===== config.mk =====
export PLATFORM = sky130hd
export DESIGN_NAME = alu_golden
export DESIGN_NICKNAME = d
export VERILOG_FILES = /design/src/rtl/alu_pkg.sv /design/src/rtl/alu_golden.sv
export SDC_FILE = /design/constraint.sdc
export NUM_CORES = 1
export LEC_CHECK = 0
export CAP_MARGIN = 0
export CORE_ASPECT_RATIO = 1.1
export CORE_MARGIN = 3
export CORE_UTILIZATION = 30
export DETAILED_ROUTE_END_ITERATION = 8
export RECOVER_POWER = 100
export SLEW_MARGIN = 20
export SYNTH_ARGS = -nofsm -noshare
export SYNTH_HDL_FRONTEND = slang
export SYNTH_SLANG_ARGS = --single-unit

===== constraint.sdc =====
create_clock -name vclk -period 2.97
set_input_delay 0.297 -clock vclk [all_inputs]
set_output_delay 0.297 -clock vclk [all_outputs]
set_load 0.01 [all_outputs]

===== src/rtl/alu_pkg.sv =====
`default_nettype none
// +----------------------------------------------------------------------------+
// | Package   : alu_pkg                                                        |
// | Purpose   : Shared types and constants for the 4-bit ALU and its result    |
// |             checker (opcodes, flag bundle, checker FSM states).            |
// | Revision  : 1.0  initial release                                           |
// +----------------------------------------------------------------------------+
package alu_pkg;

  localparam int ALU_WIDTH = 4;

  // ALU opcodes; encodings match the control bus of the ALU under check
  typedef enum logic [2:0] {
    ADD = 3'b000,
    SUB = 3'b001,
    AND = 3'b010,
    OR  = 3'b011,
    XOR = 3'b100,
    SHL = 3'b101,
    SHR = 3'b110,
    NOT = 3'b111
  } alu_op_e;

  // Flag bundle; field order gives {n,z,c,v} when used as a packed vector
  typedef struct packed {
    logic n;
    logic z;
    logic c;
    logic v;
  } alu_flags_t;

  // Checker run states
  typedef enum logic [1:0] {
    IDLE = 2'd0,
    RUN  = 2'd1,
    DONE = 2'd2
  } chk_state_e;

endpackage : alu_pkg
`default_nettype wire


===== src/rtl/alu_golden.sv =====
`default_nettype none
// +----------------------------------------------------------------------------+
// | Module    : alu_golden                                                     |
// | Purpose   : Combinational reference model of the ALU. Produces the result  |
// |             and n/z/c/v flags the real ALU is expected to return.          |
// | Revision  : 1.0  initial release                                           |
// +----------------------------------------------------------------------------+
module alu_golden
  import alu_pkg::*;
#(
  parameter int WIDTH = ALU_WIDTH
) (
  input  logic [WIDTH-1:0] a,
  input  logic [WIDTH-1:0] b,
  input  logic [2:0]       control,
  input  logic             carryin,
  output logic [WIDTH-1:0] res,
  output alu_flags_t       flags
);

  localparam int C_MSB = WIDTH - 1;

  logic [WIDTH:0]   w_sum;
  logic [WIDTH-1:0] w_b_eff;
  logic [WIDTH-1:0] w_res;
  logic             w_c;
  logic             w_v;

  // Reference datapath: arithmetic uses a WIDTH+1 sum so bit WIDTH is the carry
  always_comb begin
    w_b_eff = (alu_op_e'(control) == SUB) ? ~b : b;
    w_sum   = {1'b0, a} + {1'b0, w_b_eff} + {{WIDTH{1'b0}}, carryin};
    w_res   = '0;
    w_c     = 1'b0;
    w_v     = 1'b0;
    case (alu_op_e'(control))
      ADD, SUB: begin
        w_res = w_sum[WIDTH-1:0];
        w_c   = w_sum[WIDTH];
        // Signed overflow: operands agree in sign but the result does not
        w_v   = (a[C_MSB] == w_b_eff[C_MSB]) && (w_res[C_MSB] != a[C_MSB]);
      end
      AND: w_res = a & b;
      OR:  w_res = a | b;
      XOR: w_res = a ^ b;
      SHL: begin
        w_res = {a[WIDTH-2:0], 1'b0};
        w_c   = a[C_MSB];
      end
      SHR: begin
        w_res = {1'b0, a[WIDTH-1:1]};
        w_c   = a[0];
      end
      NOT: w_res = ~a;
      default: w_res = '0;
    endcase
  end

  assign res     = w_res;
  assign flags.n = w_res[C_MSB];
  assign flags.z = (w_res == '0);
  assign flags.c = w_c;
  assign flags.v = w_v;

endmodule : alu_golden
`default_nettype wire


==> flow_metrics.py <==
metrics = {
    "status": {
        "status": "complete, no violations",
    },
    "global_route": {
        "grt_usage_pct": 12.6,
        "grt_pass1_wl_um": 2730,
        "grt_overflow": 0,
        "grt_max_degree": 16,
        "antenna_found_initial": 0,
        "grt_pass1_vias": 653,
    },
    "power_and_ir_drop": {
        "total_power_uw": 177,
        "powerDensity_mw_per_mm2": 184,
        "pwr-share-clk_pct": 0,
        "p_leak_uw": 0.000497,
        "switching_share_pct": 45.7,
        "intPower_uw": 96.0,
        "peakVddDrop_v": 0.0000763,
        "pwr-share-comb_pct": 100.0,
        "switching_power_uw": 80.7,
        "seqPwrFrac_pct": 0,
    },
    "setup_path": {
        "cp.arrival_ns": 2.55,
        "start_kind": "input port",
        "crit_fanout": 2,
        "path_class": "input port to output port",
        "startpoint": "control[0]",
        "crit_path_end_kind": "output port",
        "crit_required_ns": 2.67,
    },
    "timing": {
        "finalCritPeriodShare_pct": 95.7,
        "relSlewSlack_pct": 75.5,
        "maxSlewViolCount": 0,
        "period_minus_slack_ns": 2.84,
        "setup_viol": 0,
        "whs_ns": 1.13,
        "finalHoldViolations": 0,
        "rsz0062_at_grt": "false",
        "timing.final.ws_setup_ns": 0.127,
        "worst_slew_pin_slew_ns": 0.359,
        "fmax_ghz": 0.352,
    },
    "finish": {
        "areaGrowthSynthToFinish_pct": 49.7,
        "multi_input_area_um2": 556,
        "final_area_um2": 961,
        "design.seq.count": 0,
        "instances_no_fill": 139,
        "num-clock-buffers": 0,
        "seqCellArea_um2": 0,
        "nets": 139,
        "fillers": 201,
        "drive_above_1_share_pct": 24.1,
        "num_antenna_cells": 0,
    },
    "detailed_routing": {
        "firstDrtPassIters": 4,
        "viasPerCell": 4.73,
        "routed_wl_um": 1650,
        "avgRoutedWirePerCell_um": 11.9,
        "drtIter0Drc": 7,
        "vias": 657,
        "ant_nets": 0,
        "route.detailed.drc": 0,
    },
    "synth": {
        "synth-seq-area-share_pct": 0,
        "synth_warnings": 0,
        "synth_area_per_cell_um2": 7.83,
        "synth_nets": 107,
        "syn_area_um2": 642,
        "netlist_instances": 82,
        "ys_types": 33,
    },
    "hold_path": {
        "hold_depth": 4,
        "hp-class": "input port to output port",
        "hold_start": "control[1]",
    },
    "placed_design": {
        "io_buffers": 20,
        "dp_cells": 137,
        "placed_area_um2": 938,
        "dp_hpwl_um": 1370,
        "gp_congestion": 0.823,
        "dp_slack_ns": -0.417,
    },
    "die": {
        "die_height_um": 54.5,
        "num_io_pins": 20,
        "coreArea_mm2": 0.00190,
        "dieArea_mm2": 0.00273,
        "start_util_pct": 33.8,
        "rows": 16,
        "die_w_um": 50.1,
    },
    "flow_run": {
        "maxCapViolCount": 0,
    },
}
==> cells by family (layout without fill, tap and decap cells) <==
logic type                 after synthesis  in the layout  share of synthesized area (%)
adders and majority gates               13             13                           27.7
muxes                                    5              5                           9.75
buffers and inverters                   21             51                           16.6
and+or+nand+nor                         17             17                           16.0
xor gates and xnor gates                 7              7                           9.55
AOI/OAI and AO/OA                       19             19                           20.5
==> metrics by stage <==
| stage | utilization, % | TNS, ns |
|---|---|---|
| floorplan | - | 0 |
| global placement | 49.3 | -2.53 |
| detailed placement | 49.3 | -2.52 |
| CTS | 50.6 | 0 |
| global route | 50.5 | 0 |
| finish | 50.5 | 0 |
==> per-layer routing <==
layer	part of all wire [%]	GRT usage, %	vias to the layer above	wire length, um
li1	-	-	344	-
met1	43	15.0	300	716
met2	52	24.3	13	851
met3	4.8	1.63	0	79
met4	0	1.84	0	0
met5	0	0	-	0
==> synthesized netlist by cell type, drive strengths merged, types with 2 or more instances <==
master / count / area share (%)
fa: 2 / 6.2
inv: 13 / 7.6
a21o: 2 / 2.3
o31ai: 2 / 2.3
nand2b: 2 / 1.9
a21oi: 7 / 5.5
nor2: 2 / 1.2
nand2: 4 / 2.3
or2b: 2 / 2.3
ha: 11 / 21
mux2i: 4 / 6.2
nor4: 2 / 2.9
buf: 7 / 8.4
xnor2: 6 / 8.2
==> critical path, cell delays in order <==
cell             delay [ns]
clkdlybuf4s50_1        0.45
and2_4                 0.16
xnor2_1                0.13
fa_1                   0.41
inv_1                  0.10
fa_1                   0.43
a21oi_1                0.26
dlygate4sd2_1          0.31
==> timing repair <==
item / CTS / global route
endpoints found under the setup margin: 8 / 7
hold buffers: 0 / 0
pin swaps: 2 / 2
setup buffers: 2 / 0
resized for setup: 19 / 6
==> path summary, 6_finish.rpt <==
kind / to / slack (ns)
worst max-delay path: res[1] / 0.13
worst min-delay path: flags[0] / 1.13
==> area by class of cell <==
class / count / share of cell area, %
inverter: 13 / 5.08
timing repair buffer: 38 / 33.6
tap: 27 / 3.52
multi-input combinational: 61 / 57.8
==> cell usage in the layout (no fill, tap or decap), types with 2 or more instances in the layout <==
cell type        instances
a21oi_1                  5
o31ai_1                  2
nand2_1                  4
mux2i_1                  4
clkdlybuf4s50_1         10
inv_1                   13
dlymetal6s2s_1           2
buf_4                   18
buf_2                    2
nand2b_1                 2
xnor2_1                  5
a21oi_2                  2
a21o_1                   2
dlygate4sd2_1            5
ha_1                    11
or2b_1                   2
fa_1                     2
==> power groups by stage <==
stage	clock, uW	combinational, uW	sequential (uW)
after floorplan	0	95.1	0
after global placement	0	172	0
after detailed placement	0	177	0
after CTS	0	180	0
after global routing	0	195	0
final	0	177	0
(Power assumes the default switching activity.)
